$ cat src/rtl/mram_pkg.sv
// Shared types and constants for the MRAM access sequencer.
package mram_pkg;

  localparam int unsigned ADDR_W = 20;
  localparam int unsigned DATA_W = 16;
  localparam int unsigned CNT_W  = 4;

  typedef enum logic [1:0] {
    ST_IDLE,
    ST_SETUP,
    ST_ACCESS,
    ST_RECOVER
  } state_e;

  // Pin vector order: {chip_en, write_en, out_en, lower_byte_en, upper_byte_en}.
  localparam logic [4:0] PINS_INACTIVE = 5'b11111;
  localparam logic [1:0] BE_DEFAULT    = 2'b11;

  // A request with no byte selected means "whole word".
  function automatic logic [1:0] norm_be(input logic [1:0] be);
    return (be == 2'b00) ? BE_DEFAULT : be;
  endfunction

  function automatic logic [DATA_W-1:0] be_mask(input logic [1:0] be);
    return {{8{be[1]}}, {8{be[0]}}};
  endfunction

endpackage

$ cat src/rtl/mram_rr_arbiter.sv
// Two-way round-robin arbiter; grant is only consumed while the sequencer idles.
module mram_rr_arbiter
  import mram_pkg::*;
(
  input  logic       clk,
  input  logic       rst_n,
  input  logic [1:0] req_valid_i,
  input  logic       advance_i,
  output logic       grant_valid_o,
  output logic       grant_id_o
);

  logic last_grant_q;

  // Contested requests go to the requester that was not served last.
  always_comb begin
    grant_valid_o = |req_valid_i;
    if (&req_valid_i) grant_id_o = ~last_grant_q;
    else              grant_id_o = req_valid_i[1];
  end

  // Remember the most recent winner.
  always_ff @(posedge clk or negedge rst_n) begin
    if (!rst_n)                         last_grant_q <= 1'b1;
    else if (advance_i && grant_valid_o) last_grant_q <= grant_id_o;
  end

endmodule

$ cat src/rtl/mram_access_sequencer.sv
// Shares the asynchronous MRAM port between two requesters and times the strobes.
module mram_access_sequencer
  import mram_pkg::*;
#(
  parameter int T_SETUP   = 1,
  parameter int T_ACCESS  = 4,
  parameter int T_RECOVER = 1
) (
  input  logic        clk,
  input  logic        rst,
  input  logic        req0_valid,
  input  logic        req0_write,
  input  logic [19:0] req0_addr,
  input  logic [15:0] req0_wdata,
  input  logic [1:0]  req0_be,
  output logic        req0_ready,
  output logic        rsp0_valid,
  input  logic        req1_valid,
  input  logic        req1_write,
  input  logic [19:0] req1_addr,
  input  logic [15:0] req1_wdata,
  input  logic [1:0]  req1_be,
  output logic        req1_ready,
  output logic        rsp1_valid,
  output logic [15:0] rsp_rdata,
  output logic [19:0] addr_out,
  output logic [15:0] data_out,
  output logic        data_oe,
  input  logic [15:0] parallel_data_in,
  output logic        chip_en,
  output logic        write_en,
  output logic        out_en,
  output logic        lower_byte_en,
  output logic        upper_byte_en
);

  localparam logic [CNT_W-1:0] SETUP_LD   = CNT_W'(T_SETUP - 1);
  localparam logic [CNT_W-1:0] ACCESS_LD  = CNT_W'(T_ACCESS - 1);
  localparam logic [CNT_W-1:0] RECOVER_LD = CNT_W'(T_RECOVER - 1);

  state_e              state_q;
  logic [CNT_W-1:0]    cnt_q;
  logic                wr_q;
  logic [1:0]          be_q;
  logic                gnt_q;
  logic [4:0]          pins_q;
  logic                data_oe_q;
  logic [ADDR_W-1:0]   addr_q;
  logic [DATA_W-1:0]   wdata_q;
  logic [DATA_W-1:0]   rdata_q;
  logic                ready0_q, ready1_q, rsp0_q, rsp1_q;

  logic                grant_valid, grant_id;
  logic                sel_write;
  logic [ADDR_W-1:0]   sel_addr;
  logic [DATA_W-1:0]   sel_wdata;
  logic [1:0]          sel_be;

  mram_rr_arbiter u_arb (
    .clk          (clk),
    .rst_n        (rst),
    .req_valid_i  ({req1_valid, req0_valid}),
    .advance_i    (state_q == ST_IDLE),
    .grant_valid_o(grant_valid),
    .grant_id_o   (grant_id)
  );

  // Payload of whichever requester the arbiter picked.
  always_comb begin
    sel_write = grant_id ? req1_write : req0_write;
    sel_addr  = grant_id ? req1_addr  : req0_addr;
    sel_wdata = grant_id ? req1_wdata : req0_wdata;
    sel_be    = norm_be(grant_id ? req1_be : req0_be);
  end

  // Phase sequencer; every pin is set one cycle ahead for the state being entered.
  always_ff @(posedge clk or negedge rst) begin
    if (!rst) begin
      state_q   <= ST_IDLE;
      cnt_q     <= '0;
      wr_q      <= 1'b0;
      be_q      <= BE_DEFAULT;
      gnt_q     <= 1'b0;
      pins_q    <= PINS_INACTIVE;
      data_oe_q <= 1'b0;
      addr_q    <= '0;
      wdata_q   <= '0;
      rdata_q   <= '0;
      ready0_q  <= 1'b0;
      ready1_q  <= 1'b0;
      rsp0_q    <= 1'b0;
      rsp1_q    <= 1'b0;
    end else begin
      ready0_q <= 1'b0;
      ready1_q <= 1'b0;
      rsp0_q   <= 1'b0;
      rsp1_q   <= 1'b0;
      case (state_q)
        ST_IDLE: begin
          if (grant_valid) begin
            state_q   <= ST_SETUP;
            cnt_q     <= SETUP_LD;
            wr_q      <= sel_write;
            be_q      <= sel_be;
            gnt_q     <= grant_id;
            addr_q    <= sel_addr;
            if (sel_write) wdata_q <= sel_wdata;
            data_oe_q <= sel_write;
            pins_q    <= {1'b0, 1'b1, 1'b1, ~sel_be[0], ~sel_be[1]};
            ready0_q  <= ~grant_id;
            ready1_q  <= grant_id;
          end
        end
        ST_SETUP: begin
          if (cnt_q == '0) begin
            state_q   <= ST_ACCESS;
            cnt_q     <= ACCESS_LD;
            pins_q[3] <= ~wr_q;
            pins_q[2] <= wr_q;
          end else begin
            cnt_q <= cnt_q - 4'd1;
          end
        end
        ST_ACCESS: begin
          if (cnt_q == '0) begin
            state_q <= ST_RECOVER;
            cnt_q   <= RECOVER_LD;
            pins_q  <= PINS_INACTIVE;
            if (!wr_q) rdata_q <= parallel_data_in & be_mask(be_q);
          end else begin
            cnt_q <= cnt_q - 4'd1;
          end
        end
        ST_RECOVER: begin
          if (cnt_q == '0) begin
            state_q   <= ST_IDLE;
            data_oe_q <= 1'b0;
            rsp0_q    <= ~gnt_q;
            rsp1_q    <= gnt_q;
          end else begin
            cnt_q <= cnt_q - 4'd1;
          end
        end
        default: begin
          state_q   <= ST_IDLE;
          pins_q    <= PINS_INACTIVE;
          data_oe_q <= 1'b0;
        end
      endcase
    end
  end

  assign {chip_en, write_en, out_en, lower_byte_en, upper_byte_en} = pins_q;
  assign data_oe    = data_oe_q;
  assign addr_out   = addr_q;
  assign data_out   = wdata_q;
  assign rsp_rdata  = rdata_q;
  assign req0_ready = ready0_q;
  assign req1_ready = ready1_q;
  assign rsp0_valid = rsp0_q;
  assign rsp1_valid = rsp1_q;

endmodule

$ cat config.mk
export PLATFORM = sky130hd
export DESIGN_NAME = mram_access_sequencer
export DESIGN_NICKNAME = d
export VERILOG_FILES = /design/src/rtl/mram_pkg.sv /design/src/rtl/mram_rr_arbiter.sv /design/src/rtl/mram_access_sequencer.sv
export SDC_FILE = /design/constraint.sdc
export NUM_CORES = 1
export LEC_CHECK = 0
export BUFFER_PORTS_ARGS = -buffer_cell sky130_fd_sc_hd__buf_2
export CAP_MARGIN = 20
export CORE_MARGIN = 2
export CORE_UTILIZATION = 47
export CTS_CLUSTER_DIAMETER = 120
export DETAILED_ROUTE_END_ITERATION = 16
export HOLD_SLACK_MARGIN = 0.15
export PLACE_DENSITY = 0.8
export SLEW_MARGIN = 25
export SYNTH_ARGS = -nofsm -noshare
export SYNTH_HDL_FRONTEND = slang
export SYNTH_SLANG_ARGS = --single-unit
$ cat constraint.sdc
create_clock -name clk -period 2.07 [get_ports clk]
set_input_delay 0.3105 -clock clk [delete_from_list [all_inputs] [get_ports clk]]
set_output_delay 0.3105 -clock clk [all_outputs]
set_load 0.05 [all_outputs]
---- Word level (Yosys, flattened, before mapping) ----
Cells that the tools add are included.
storage, ports and cells
  register bits ........................... 73
  bits of input ports ..................... 98
  output and inout port bits .............. 62
cells by class
  add/sub/neg operators ................... 1
  eq/ne operators ......................... 8
  mux-type cells .......................... 33
  bitwise gates (word level) .............. 7
  reductions and logical operators ........ 17
operator list
  cell                                                 count
  two-way mux 20 bit                                   1
  bitwise AND 16 bit                                   1
  two-way mux 16 bit                                   1
  two-way mux 4 bit                                    4
  case mux 4 bit (4 select lines)                      1
  two-way mux 2 bit                                    7
  two-way mux 1 bit                                    12
  AND reduction 3 bit                                  4
  two-way mux 5 bit                                    2
  != test 2 bit, second input constant                 5
  case mux 2 bit (4 select lines)                      1
  AND reduction 4 bit                                  2
  inverter 1 bit                                       6
  case mux 2 bit (3 select lines)                      1
  AND reduction 2 bit                                  3
  equality test 2 bit, second input constant           2
  logical NOT 2 bit                                    2
  logical NOT 4 bit                                    1
  case mux 1 bit (2 select lines)                      2
  case mux 2 bit (2 select lines)                      1
  nonzero test 2 bit                                   2
  subtractor 4 x 1 -> 4 bit, second input constant     1
  nonzero test 3 bit                                   1
  equality test 2 x 1 -> 1 bit, second input constant  1
  other kinds (2)                                      2

---- Logic depth before layout (Yosys ltp) ----
Gate-level depths: netlist of the first run.
  depth in word-level cells ............... 8
  gate-level depth with buffers ........... 7
  mapped depth without buffers ............ 6

---- Hierarchy ----
From an unflattened synthesis of the first run, not the netlist that was laid out.
second synthesis, totals
  cell total of the unflattened synthesis .. 344
  area, all modules ....................... 3548.4 um^2
modules (own cells, without submodules)
  module                 times used  cells an instance  area each (um^2)
  mram_access_sequencer  1           339                3497.1
  mram_rr_arbiter        1           5                  51.3

---- Worst setup path after synthesis of the first run ----
No wires, ideal clock.
  path kind ............................... register -> register
  start ................................... register cnt_q[0]
  end ..................................... register pins_q[2]
  library setup time ...................... 82 ps
  arrival time ............................ 1691 ps
  data required time ...................... 1988 ps
  slack ................................... 297 ps
  stages on the path, launching flop included .. 8
  clock period less this slack ............ 1773 ps
  cell sequence ........................... dfrtp_1 -> inv_1 -> ha_1 -> or3b_1 -> buf_6 -> or4_4 -> o21ai_2 -> a21oi_2
between the ends
  longest elaborated chain between the ends .. 3
  elaborated cells on any way between the ends .. 4
  classes of those cells .................. eq/ne (2); reduce/logical (2)
RTL lines
  item                                      RTL line                                                    source
  from (decl)                               mram_access_sequencer.sv:42                                 logic [CNT_W-1:0] cnt_q;
  from (signal assigned)                    mram_access_sequencer.sv:121                                cnt_q <= cnt_q - 4'd1;
  from (signal assigned)                    mram_access_sequencer.sv:131                                cnt_q <= cnt_q - 4'd1;
  from (signal assigned)                    mram_access_sequencer.sv:141                                cnt_q <= cnt_q - 4'd1;
  logical NOT 4 bit (*)                     mram_access_sequencer.sv:115, mram_access_sequencer.sv:125
  != test 2 bit (no source line)            -
  AND reduction 4 bit (no source line) (*)  -
  to (signal assigned)                      mram_access_sequencer.sv:109                                pins_q <= {1'b0, 1'b1, 1'b1, ~sel_be[0], ~sel_be[1]};
  to (signal assigned)                      mram_access_sequencer.sv:119                                pins_q[2] <= wr_q;
  to (decl)                                 mram_access_sequencer.sv:46                                 logic [4:0] pins_q;
Mark *: on every way between the ends. The rest lies on a longest branch, timed or not.
A chain may end at the register's enable or synchronous reset.

---- Final worst setup path of the first run ----
Ends and elaborated chain as after synthesis.

==> metrics list, run 1 <==
- STA classifies the critical path startpoint as a flop.
- Classification of the worst-slack hold path: primary input to flop
- The worst hold path was traced through 3 stages.
* Area growth, synth to finish: 32.5%
- For this run, the number of Yosys warnings is 0.
* Number of enable-type register cells in the synthesized netlist: 0
* Clock tree from TritonCTS: built
* Max Slew Vio Count: 0
* CTS Buf Count: 9
* Overall routing resource usage: 21.1%
- RSZ-0062 raised after global routing: false
- Wire length of the first global-routing pass: 14,000 um
* Overall die area: 0.00806 mm^2
- Root Driver: sky130_fd_sc_hd__clkbuf_8
* Number of buffers added on ports: 159
- Path depth of the worst reg2reg path: 6
- Placer's final routability congestion estimate: 0.847
* Ratio of cells with drive above 1 in the final layout: 40.9%
- The count of final hold-check violations was 0.
- Instance count of the mapped netlist: 341
* Horizontal extent of the die: 89.8 um
* Core Region: 0.00718 mm^2
- Counting flops with an async set or reset pin after synthesis yields a share of 100%.
* Setup Viol. Count Final: 0
* Iter 0 DRT Violations: 110
- WL per Instance: 13.7 um
- The clock drives 73 sinks.
- Final standard cell area without fillers: 0.00458 mm^2
- Clock slew at the register clock pins of the worst setup and hold paths: 0.08 ns
- After clock tree synthesis, the repair step resized 0 gates.
- Per report_power, the sequential group accounts for 31.3% of the total.
- In this run the power density over the cells is 1740 mW/mm^2.
- The number of global-route vias before repair was 2,980.
- Pin slew with the least headroom to its limit: 0.494 ns
* Leakage power: 2.32 nW
* Number of maximum-capacitance violations: 0
- The H-tree generated during clock tree synthesis spans 3 levels.
- Final hold analysis gives a worst-case slack of 0.213 ns.
- The routed design could run at a clock period as short as 1.93 ns.
- The startpoint identified for the worst hold timing path is parallel_data_in[3].
- Net switching is 51.8% of the power.
* Sequential area share after synthesis: 53.1%
- Detailed routing inserted a total of 3,046 vias.
* Netlist Area Pre-Place: 0.00346 mm^2
- Across the VDD grid, the largest voltage drop is 0.870 mV.
- Entering global routing, the biggest net connects 40 pins.
- The finished layout holds 603 standard cells, fillers aside.
* Effective utilization at floorplan: 48.2%
- The worst setup path is captured at a flop.
* Antenna violations before repair: 0
- Avg Synthesized Cell Area: 10.1 um^2
- Post-DR vias/cell: 5.05
- Combinational logic burns 55.7% of the power.
- Placed wire-length estimate: 6270 um
* Peak fanout along the critical path: 9
- For this design the top-level I/O count stands at 160.
- Cell internal pwr: 0.00385 W
- The clock passes through at most 2 buffers.
* Post-synthesis sequential element count: 73
- For this run, the detailed router's first-pass iteration total came to 4.
- Switching power of the nets: 0.00414 W
- Yosys mapped the design onto 40 distinct sky130hd cell types.
- Drt total wl: 8250 um
* Cell area after placement: 0.00438 mm^2
- Final sum of negative setup slack: 0 ns
* Dominant register cell in the synthesized netlist: sky130_fd_sc_hd__dfrtp_1
- DRC errors left: 0
* Nets: 604
- Post-route core utilization: 63.9%
- The worst path uses 93.4% of the clock period.
- Remaining antenna violation count after routing: 0
- The initialized floorplan defines 31 standard-cell rows.
* Setup slack on the worst flop-to-flop path: 0.14 ns
- WS Path Type: flop to flop
- Clock skew on the completed layout was measured at 0.00967 ns.
* Part of the total power dissipated in the clock network: 13.0%
* Required time of the worst setup path: 2.33 ns
* Max Clock Freq: 0.517 GHz
* Critical Path AT: 2.20 ns
- Measured along the y axis, the die boundary spans 89.8 um.
* Worst hold endpoint: rsp_rdata[3]$_DFFE_PN0P_
* Syn nets: 446
- Overflow after GRT: 0
- Slew Limit Headroom: 67.1%
- Count of antenna diodes in the layout: 0
- Later-pin clock latency in the skew report: 0.34 ns
- Result of the run: complete, no violations
- R2R Path End: pins_q[2]$_DFFE_PN1P_
- Origin of the critical flop-to-flop path: cnt_q[0]$_DFFE_PN0P_
- In this run, placement finished with an instance count of 586.
==> flip-flops by register name (all words and copies together), names as in the netlist <==
register            cells
addr_out               20
be_q                    2
cnt_q                   4
data_oe                 1
data_out               16
gnt_q                   1
pins_q                  5
req0_ready              1
req1_ready              1
rsp0_valid              1
rsp1_valid              1
rsp_rdata              16
state_q                 2
u_arb.last_grant_q      1
wr_q                    1
==> cell type report <==
type | instances | area [um^2]
multi-input combinational | 238 | 1500
timing repair buffer | 173 | 918
clock buffer | 11 | 151
tap | 99 | 124
sequential | 73 | 1840
clock inverter | 5 | 38.8
inverter | 4 | 15.0
fill | 595 | 2590
==> repair_timing <==
action / in CTS / in global routing
setup buffers: 0 / 0
hold endpoints to repair: 38 / 0
hold buffers: 1 / 0
==> worst max-delay path: stages (launching register included) <==
cell                      delay, ns
sky130_fd_sc_hd__dfrtp_1       0.43
sky130_fd_sc_hd__inv_1         0.11
sky130_fd_sc_hd__ha_1          0.16
sky130_fd_sc_hd__or3b_1        0.48
sky130_fd_sc_hd__or4_4         0.52
sky130_fd_sc_hd__o21ai_2       0.08
sky130_fd_sc_hd__a21oi_2       0.07
==> metal layers <==
layer  wire, um  track usage [%]  share of wire, %
met2       3880             34.7                47
met1       3660             27.3                44
met3        614             5.45               7.4
met4        101             7.44               1.2
met5          0                0                 0
==> cells in the final DEF, fill, tap and decap left out, types with 2 or more instances in the layout <==
master and n:
sky130_fd_sc_hd__buf_4 13, sky130_fd_sc_hd__nor2_1 9, sky130_fd_sc_hd__clkbuf_8 11, sky130_fd_sc_hd__dfrtp_1 65, sky130_fd_sc_hd__o32a_1 4, sky130_fd_sc_hd__inv_1 4, sky130_fd_sc_hd__o21ai_0 39, sky130_fd_sc_hd__clkinvlp_4 4
sky130_fd_sc_hd__o31ai_1 2, sky130_fd_sc_hd__dfstp_2 8, sky130_fd_sc_hd__nand2_1 63, sky130_fd_sc_hd__nand3b_1 3, sky130_fd_sc_hd__ha_1 7, sky130_fd_sc_hd__a31oi_1 17, sky130_fd_sc_hd__buf_2 158, sky130_fd_sc_hd__mux2i_1 38
sky130_fd_sc_hd__nand2b_1 4, sky130_fd_sc_hd__a211oi_1 2, sky130_fd_sc_hd__a21oi_1 25, sky130_fd_sc_hd__nor3_1 2, sky130_fd_sc_hd__nor3b_2 2, sky130_fd_sc_hd__a22o_1 2, sky130_fd_sc_hd__o21ai_1 2
==> cells in the mapped netlist (2+ instances only) <==
cell,instances,area (um^2)
sky130_fd_sc_hd__mux2i_1,38,380
sky130_fd_sc_hd__nor3b_2,2,25.0
sky130_fd_sc_hd__o31ai_1,2,15.0
sky130_fd_sc_hd__o21ai_1,2,10.0
sky130_fd_sc_hd__o32a_1,4,40.0
sky130_fd_sc_hd__inv_1,4,15.0
sky130_fd_sc_hd__a21oi_1,25,125
sky130_fd_sc_hd__buf_2,11,55.1
sky130_fd_sc_hd__nor3_1,2,10.0
sky130_fd_sc_hd__a211oi_1,2,15.0
sky130_fd_sc_hd__dfstp_2,8,210
sky130_fd_sc_hd__nand2_1,63,236
sky130_fd_sc_hd__nand2b_1,4,25.0
sky130_fd_sc_hd__clkbuf_1,13,48.8
sky130_fd_sc_hd__ha_1,7,87.6
sky130_fd_sc_hd__o21ai_0,39,195
sky130_fd_sc_hd__nor2_1,9,33.8
sky130_fd_sc_hd__a22o_1,2,17.5
sky130_fd_sc_hd__dfrtp_1,65,1630
sky130_fd_sc_hd__a31oi_1,17,106
sky130_fd_sc_hd__nand3b_1,3,22.5
==> cell families after synthesis <==
group	Yosys count	share of synthesized area, %
simple gates	88	11.3
compound gates	103	17.6
flops	73	53.1
fa+ha+maj	7	2.53
buf+inv	30	3.87
mux	39	11.3
xor+xnor	1	0.253
==> power groups by stage <==
stage / sequential (W) / combinational (W) / clock [W]
floorplan: 0.00425 / 0.00164 / 0
global placement: 0.00249 / 0.00437 / 0
detailed placement: 0.00252 / 0.00447 / 0
CTS: 0.00250 / 0.00448 / 0.00107
global route: 0.00260 / 0.00481 / 0.00113
finish: 0.00250 / 0.00445 / 0.00104
==> per-stage QoR <==
stage	total power, W	worst slack, ns
3_3_place_gp	0.00686	0.253
2_1_floorplan	0.00589	0.297
4_1_cts	0.00805	0.142
6_report	0.00799	0.137
5_1_grt	0.00853	0.0821
3_5_place_dp	0.00699	0.169
==> how the worst max path moves through the flow <==
stage          slack [ns]            startpoint               endpoint
2_1_floorplan        0.30  cnt_q[0]$_DFFE_PN0P_  pins_q[2]$_DFFE_PN1P_
5_1_grt              0.08  cnt_q[0]$_DFFE_PN0P_  pins_q[2]$_DFFE_PN1P_
6_report             0.14  cnt_q[0]$_DFFE_PN0P_  pins_q[2]$_DFFE_PN1P_
3_3_place_gp         0.25  cnt_q[0]$_DFFE_PN0P_  pins_q[2]$_DFFE_PN1P_
3_5_place_dp         0.17  cnt_q[0]$_DFFE_PN0P_  pins_q[2]$_DFFE_PN1P_
4_1_cts              0.14  cnt_q[0]$_DFFE_PN0P_  pins_q[2]$_DFFE_PN1P_
No activity file was read; power rests on OpenSTA's default activity.
==> run 2: changes to the inputs <==
--- a/config.mk
+++ b/config.mk
@@ -11,8 +11,8 @@
 export CORE_UTILIZATION = 47
 export CTS_CLUSTER_DIAMETER = 120
 export DETAILED_ROUTE_END_ITERATION = 16
-export HOLD_SLACK_MARGIN = 0.15
 export PLACE_DENSITY = 0.8
+export SETUP_SLACK_MARGIN = 0.4
 export SLEW_MARGIN = 25
 export SYNTH_ARGS = -nofsm -noshare
 export SYNTH_HDL_FRONTEND = slang
==> run 2 against run 1 <==
Effect of this change:
- combinational power is 9.0% higher
- final area is 4.4% higher
- final cell count is 2.3% higher
- non-clock buffer count is 14 higher
- wire length is 2.4% higher
- critical path depth stayed put
- fmax is 13% higher
- largest power group unchanged
- die area stayed put
- clock skew is 0.0066 ns higher
- core utilization is 2.8 points higher
==> metrics list, run 2 (synthesis gave the netlist of run 1 again) <==
- Result of the run: complete, no violations
- Placer's final routability congestion estimate: 0.878
* Horizontal extent of the die: 89.8 um
- Clock tree synthesis found a total of 73 sinks.
- Ratio of cells with drive above 1 in the final layout: 45.0%
- Nets: 618
* Overall die area: 0.00806 mm^2
* Number of buffers added on ports: 159
- Final period utilization: 82.6%
- R2R Path End: pins_q[2]$_DFFE_PN1P_
* Part of the total power dissipated in the clock network: 14.1%
* Routed via count: 3,145
- The routed design has 8450 um of wire.
- Entering global routing, the biggest net connects 43 pins.
* Peak fanout along the critical path: 7
- In this run switching power makes up 49.8% of total power.
* Clock slew at the register clock pins of the worst setup and hold paths: 0.09 ns
* Cells on Worst Hold Path: 3
* Core Region: 0.00718 mm^2
- In the layout the commonest cells are sky130_fd_sc_hd__buf_2 (158), sky130_fd_sc_hd__dfrtp_1 (65), sky130_fd_sc_hd__nand2_1 (63), sky130_fd_sc_hd__o21ai_0 (38), sky130_fd_sc_hd__mux2i_1 (38).
- The area growth from synthesis to layout is 38.3%.
- The clock passes through at most 2 buffers.
* Top Ports: 160
- The share of total power dissipated in combinational logic is 56.7%.
- The tool flagged a number of max-cap violations equal to 0.
- Number of flip-flops in the largest register: 20
- Effective utilization at floorplan: 48.2%
* Shortest period the worst path allows: 1.71 ns
- In the final routed layout, each cell accounts on average for 13.7 um.
- Placed wire-length estimate: 6160 um
* RSZ-0062 raised after global routing: true
- Layout Skew: 0.0162 ns
- For this run, the total global-route usage over all layers was measured as 21.2%.
- The max-slew violation count is 0.
- Max Clock Freq: 0.585 GHz
- Setup Viol. Count Final: 0
- Worst slack at placement: 0.168 ns
- The critical path goes through inv_2 -> ha_4 -> or3b_4 -> or4_4 -> o21ai_2 -> a21oi_2.
- Family with the most delay on the worst path: simple AND/OR/NAND/NOR gates
* Worst Hold Margin: 0.212 ns
- CP Buf/Inv Count: 1
- Iter 0 DRT Violations: 136
- The number of global-route vias before repair came to 3,062.
- Antenna violations before repair: 0
- For this run the aggregate overflow at the end of global routing stands at 0.
- Setup total negative slack on the finished layout was measured at 0 ns.
* Pre-antenna DRT Iters: 4
- Largest incremental delay on the critical path: 0.43 ns
* Post-DR vias/cell: 5.10
- WS Path Type: flop to flop
- Required time of the worst setup path: 2.34 ns
- Critical Path AT: 1.98 ns
- Slew Limit Headroom: 71.8%
- In this run the worst hold path is classified as primary input to flop.
- Share of total power in sequential cells: 29.2%
- Vert. Die Dim: 89.8 um
- The slowest stage of the critical path is the sky130_fd_sc_hd__or4_4 cell.
- Remaining antenna violation count after routing: 0
- CTS H-tree depth: 3
* Origin of the critical flop-to-flop path: cnt_q[0]$_DFFE_PN0P_
- Setup ws final: 0.359 ns
* Commonest non-fill, non-tap cell in the layout: sky130_fd_sc_hd__buf_2
- Summed over all nets, the switching power comes to 0.00426 W.
- STA classifies the critical path startpoint as a flop.
- The count of final hold-check violations was 0.
- The first global-routing pass estimated 14,000 um of wire.
- Count of antenna diodes in the layout: 0
* Fillers: 567
- Path depth of the worst reg2reg path: 6
- Leakage power: 2.42 nW
- The number of clock buffers added by TritonCTS is 9.
* VDD IR max: 0.934 mV
- PwrDens: 1790 mW/mm^2
- Worst Min Path Start: parallel_data_in[15]
- Setup slack on the worst reg-to-reg path comes out at 0.36 ns.
- At the later pin of the worst-skew pair, clock insertion delay measures 0.35 ns.
- After detailed routing, the number of remaining DRC violations is 0.
* Cell internal pwr: 0.00429 W
- # rows: 31
- Pin slew with the least headroom to its limit: 0.424 ns
- Root Driver: sky130_fd_sc_hd__clkbuf_8
* Worst hold endpoint: rsp_rdata[15]$_DFFE_PN0P_
* Clock tree from TritonCTS: built
- Critical path endpoint category: flop
-- run 2: cell types whose count changed in the layout (fill, tap and decap cells not counted), sizes merged --
cell and change:
clkinvlp -3, inv -1, clkinv +4, bufinv +2
clkbuf -2, buf +14
-- run 2: power groups by stage --
stage / Clock (W) / Combinational, W / Sequential [W]
finish: 0.00121 / 0.00485 / 0.00250
global route: 0.00130 / 0.00521 / 0.00259
CTS: 0.00123 / 0.00474 / 0.00251
detailed placement: 0 / 0.00447 / 0.00253
global placement: 0 / 0.00436 / 0.00249
floorplan: 0 / 0.00164 / 0.00425
-- run 2: area by class of cell --
| type | instances | area (um^2) | share of cell area (%) |
|---|---|---|---|
| clock buffers | 9 | 124 | 2.59 |
| clock inverters | 7 | 95.1 | 1.99 |
| inverters | 4 | 15.0 | 0.314 |
| multi-input cells | 238 | 1560 | 32.6 |
| flip-flops and latches | 73 | 1840 | 38.4 |
| well taps | 99 | 124 | 2.59 |
| repair buffers | 187 | 1030 | 21.6 |
-- run 2: worst register-to-register path, cell delays in order (launching register included) --
cell                      delay (ns)
sky130_fd_sc_hd__dfrtp_1        0.41
sky130_fd_sc_hd__inv_2          0.09
sky130_fd_sc_hd__ha_4           0.13
sky130_fd_sc_hd__or3b_4         0.42
sky130_fd_sc_hd__or4_4          0.43
sky130_fd_sc_hd__o21ai_2        0.08
sky130_fd_sc_hd__a21oi_2        0.07
-- run 2: how the worst max path moves through the flow --
stage                           startpoint               endpoint  cells past startpoint
floorplan             cnt_q[0]$_DFFE_PN0P_  pins_q[2]$_DFFE_PN1P_                      7
finish                cnt_q[0]$_DFFE_PN0P_  pins_q[2]$_DFFE_PN1P_                      6
global route          cnt_q[0]$_DFFE_PN0P_  pins_q[0]$_DFFE_PN1P_                      5
detailed placement    cnt_q[0]$_DFFE_PN0P_  pins_q[2]$_DFFE_PN1P_                      6
global placement      cnt_q[0]$_DFFE_PN0P_  pins_q[2]$_DFFE_PN1P_                      6
CTS                 state_q[0]$_DFFE_PN0P_  pins_q[2]$_DFFE_PN1P_                      7
-- run 2: metal layers --
metal	up-vias	wire length [um]	global-route usage, %
met4	0	107	6.92
met1	1446	3600	26.7
met3	11	665	5.70
met2	141	4070	35.6
met5	-	0	0
li1	1547	-	-
-- run 2: what timing repair did --
action	CTS	global route
gates cloned	0	0
pin swaps	5	3
resized for setup	14	6
setup buffers	9	5
endpoints found under the hold margin	31	0
hold buffers	1	0
endpoints found under the setup margin	25	25
-- run 2: stage by stage --
stage          std cells  instance area (um^2)  utilization, %  power [W]
5_1_grt              617                  4780            66.7    0.00910
2_1_floorplan        341                  3460               -    0.00589
3_5_place_dp         586                  4380            61.1    0.00700
4_1_cts              612                  4730            65.9    0.00848
3_3_place_gp         586                  4380            61.1    0.00685
6_report             617                  4780            66.7    0.00855
==> run 3: changes to the inputs <==
--- a/config.mk
+++ b/config.mk
@@ -8,10 +8,10 @@
 export BUFFER_PORTS_ARGS = -buffer_cell sky130_fd_sc_hd__buf_2
 export CAP_MARGIN = 20
 export CORE_MARGIN = 2
-export CORE_UTILIZATION = 47
+export CORE_UTILIZATION = 42
 export CTS_CLUSTER_DIAMETER = 120
 export DETAILED_ROUTE_END_ITERATION = 16
-export PLACE_DENSITY = 0.8
+export PLACE_DENSITY = 0.76
 export SETUP_SLACK_MARGIN = 0.4
 export SLEW_MARGIN = 25
 export SYNTH_ARGS = -nofsm -noshare
==> constraint.sdc (replaced) <==
create_clock -name clk -period 1.44 [get_ports clk]
set_input_delay 0.216 -clock clk [delete_from_list [all_inputs] [get_ports clk]]
set_output_delay 0.216 -clock clk [all_outputs]
set_load 0.05 [all_outputs]
==> run 3 against run 2 <==
Effect of this change:
- the flow now finishes with violations (setup timing)
- count of clock-buffer cells in the layout grew 2
- final cell count grew 16%
- non-clock buffer count grew 89
- total power grew 110%
- combinational power grew to 2.5 times the previous value
- via count grew 24%
- critical endpoint unchanged
==> metrics list, run 3 (synthesis gave the netlist of run 1 again) <==
- Critical path endpoint category: flop
* WS Path Type: flop to flop
- The count of final hold-check violations was 0.
- Pin slew with the least headroom to its limit: 0.391 ns
* Vias in the first global route: 3,979
- Setup Viol. Count Final: 47
- In this run the number of H-tree levels came out at 3.
* Later-pin clock latency in the skew report: 0.35 ns
* Largest incremental delay on the critical path: 0.49 ns
* Clk buf depth: 2
* Ratio of cells with drive above 1 in the final layout: 66.0%
- After floorplanning, the core was divided into 33 placement rows.
- Placed wire-length estimate: 6860 um
- Worst Hold Margin: 0.121 ns
- Data on the critical path is required at its endpoint by 1.71 ns.
- Summed over all cells, the static leakage comes to 3.22 nW.
* Area growth, synth to finish: 96.4%
- Final sum of negative setup slack: -4.24 ns
* WL per Instance: 20.2 um
* Critical Path Start Type: flop
* Core Region: 0.00809 mm^2
- The first global-routing pass estimated 19,200 um of wire.
- In this run the horizontal extent of the chip is 94.7 um.
- The multi-input combinational cells in the finished layout cover a total of 0.00206 mm^2.
- Overflow after GRT: 0
- Post-DR vias/cell: 5.46
- Measured along the y axis, the die boundary spans 94.7 um.
* Peak fanout along the critical path: 4
- Traced cell by cell, the critical path runs through inv_2 -> ha_4 -> or3b_4 -> or4_4 -> o21ai_2 -> a21oi_2.
- DRC errors left: 0
- Result of the run: complete, but fails checks
- After layout, the minimum clock period comes to 1.72 ns.
- The initial antenna violation count was 0.
- STA puts the critical path data arrival time at 1.99 ns.
* Max Slew Vio Count: 0
- For this block, wires on met1 add up to 5210 um.
- Top routing layer used: met4
* Met2 routed wirelength: 7500 um
* Worst slack at placement: -0.354 ns
* Commonest non-fill, non-tap cell in the layout: sky130_fd_sc_hd__buf_2
* Count of antenna diodes in the layout: 0
* Setup ws final: -0.283 ns
* VDD IR max: 1.59 mV
- The worst hold path belongs to the class primary input to flop.
* Pre-antenna DRT Iters: 4
* Fillers: 382
- Drt total wl: 14,500 um
- After the last flow step, the layout net total stands at 709.
- Placer's final routability congestion estimate: 0.818
* Iter 0 DRT Violations: 129
- Number of maximum-capacitance violations: 0
- Number of flip-flops in the largest register: 20
- CP Buf/Inv Count: 1
- The tree is rooted in a sky130_fd_sc_hd__clkbuf_8.
- Slew Limit Headroom: 73.9%
- For this design, the slowest cell found on the critical path is sky130_fd_sc_hd__or4_4.
- Clock slew at the register clock pins of the worst setup and hold paths: 0.08 ns
* Layout Skew: 0.0124 ns
* PwrDens: 2630 mW/mm^2
- Met3 wire length: 1130 um
- In this design, the largest share of critical-path delay is due to simple AND/OR/NAND/NOR gates.
* Commonest cells after routing, fill and taps aside: sky130_fd_sc_hd__buf_2 (96), sky130_fd_sc_hd__buf_4 (76), sky130_fd_sc_hd__buf_6 (72), sky130_fd_sc_hd__dfrtp_1 (64), sky130_fd_sc_hd__nand2_1 (46)
- Summing all flip-flop and latch instances after layout gives 0.00184 mm^2.
* Overall routing resource usage: 27.9%
- Violated checks: setup timing
* Overall die area: 0.00898 mm^2
* Effective utilization at floorplan: 42.7%
- In this run, CTS created clock tree buffers numbering 9.
- Number of buffers added on ports: 159
- In this run the count of I/O pins placed on the die edge is 160.
- Setup repair after global routing could not meet its margin everywhere.
- TritonCTS built the clock tree.
* Max Clock Freq: 0.580 GHz
- After layout, the worst path uses 120% of the clock period.
* Clock tree sinks: 73
- The count of nets left with antenna violations once routing finished came out at 0.
* Routed via count: 3,899
- Pin count of the biggest net entering global routing: 33
-- run 3: what timing repair did --
action | CTS | global route
gates resized for setup | 232 | 40
hold endpoints to repair | 22 | 0
endpoints found under the setup margin | 135 | 135
setup buffers | 45 | 24
gates cloned | 13 | 0
hold buffers | 1 | 0
pin swaps | 46 | 16
-- run 3: tightest hold or removal path: stages --
cell and delay [ns]:
sky130_fd_sc_hd__buf_2 0.10, sky130_fd_sc_hd__nand2_1 0.05, sky130_fd_sc_hd__o21ai_0 0.06
-- run 3: area by class of cell --
class | instances | area share, %
repair buffers | 276 | 37.3
multi-input cells | 240 | 30.3
flip-flops and latches | 73 | 27.1
clock buffers | 11 | 2.08
well taps | 105 | 1.93
clock inverters | 5 | 1.16
inverters | 4 | 0.221
-- run 3: where the power goes --
group / switching [W] / internal, W / total [W]
clock: 0.000795 / 0.00102 / 0.00182
sequential: 0.000819 / 0.00303 / 0.00385
combinational: 0.00654 / 0.00566 / 0.0122
total: 0.00815 / 0.00971 / 0.0179
-- run 3: path summary, 6_finish.rpt --
check	start	end	slack (ns)	cells after the start
setup / recovery	cnt_q[1]$_DFFE_PN0P_	pins_q[2]$_DFFE_PN1P_	-0.28	6
hold / removal	parallel_data_in[3]	rsp_rdata[3]$_DFFE_PN0P_	0.12	3
setup reg to reg	cnt_q[1]$_DFFE_PN0P_	pins_q[2]$_DFFE_PN1P_	-0.28	6
hold reg to reg	gnt_q$_DFFE_PN0P_	rsp0_valid$_DFF_PN0_	0.50	1
max in group asynchronous	rst	u_arb.last_grant_q$_DFFE_PN1P_	0.52	3
min in group asynchronous	rst	addr_out[15]$_DFFE_PN0P_	0.33	2
-- run 3: layer usage --
layer  up-vias  track usage [%]
li1       1737                -
met1      1887             31.6
met2       217             50.7
met3        58             6.78
met4         0             10.3
met5         -                0
-- run 3: per-stage QoR --
stage / util, % / std cells / total power, W / instance area, um^2
after floorplan: - / 341 / 0.00894 / 3650
after global placement: 58.2 / 615 / 0.0106 / 4710
after detailed placement: 58.2 / 615 / 0.0108 / 4710
after CTS: 78.9 / 690 / 0.0165 / 6380
after global routing: 83.9 / 714 / 0.0186 / 6790
final: 83.9 / 714 / 0.0179 / 6790
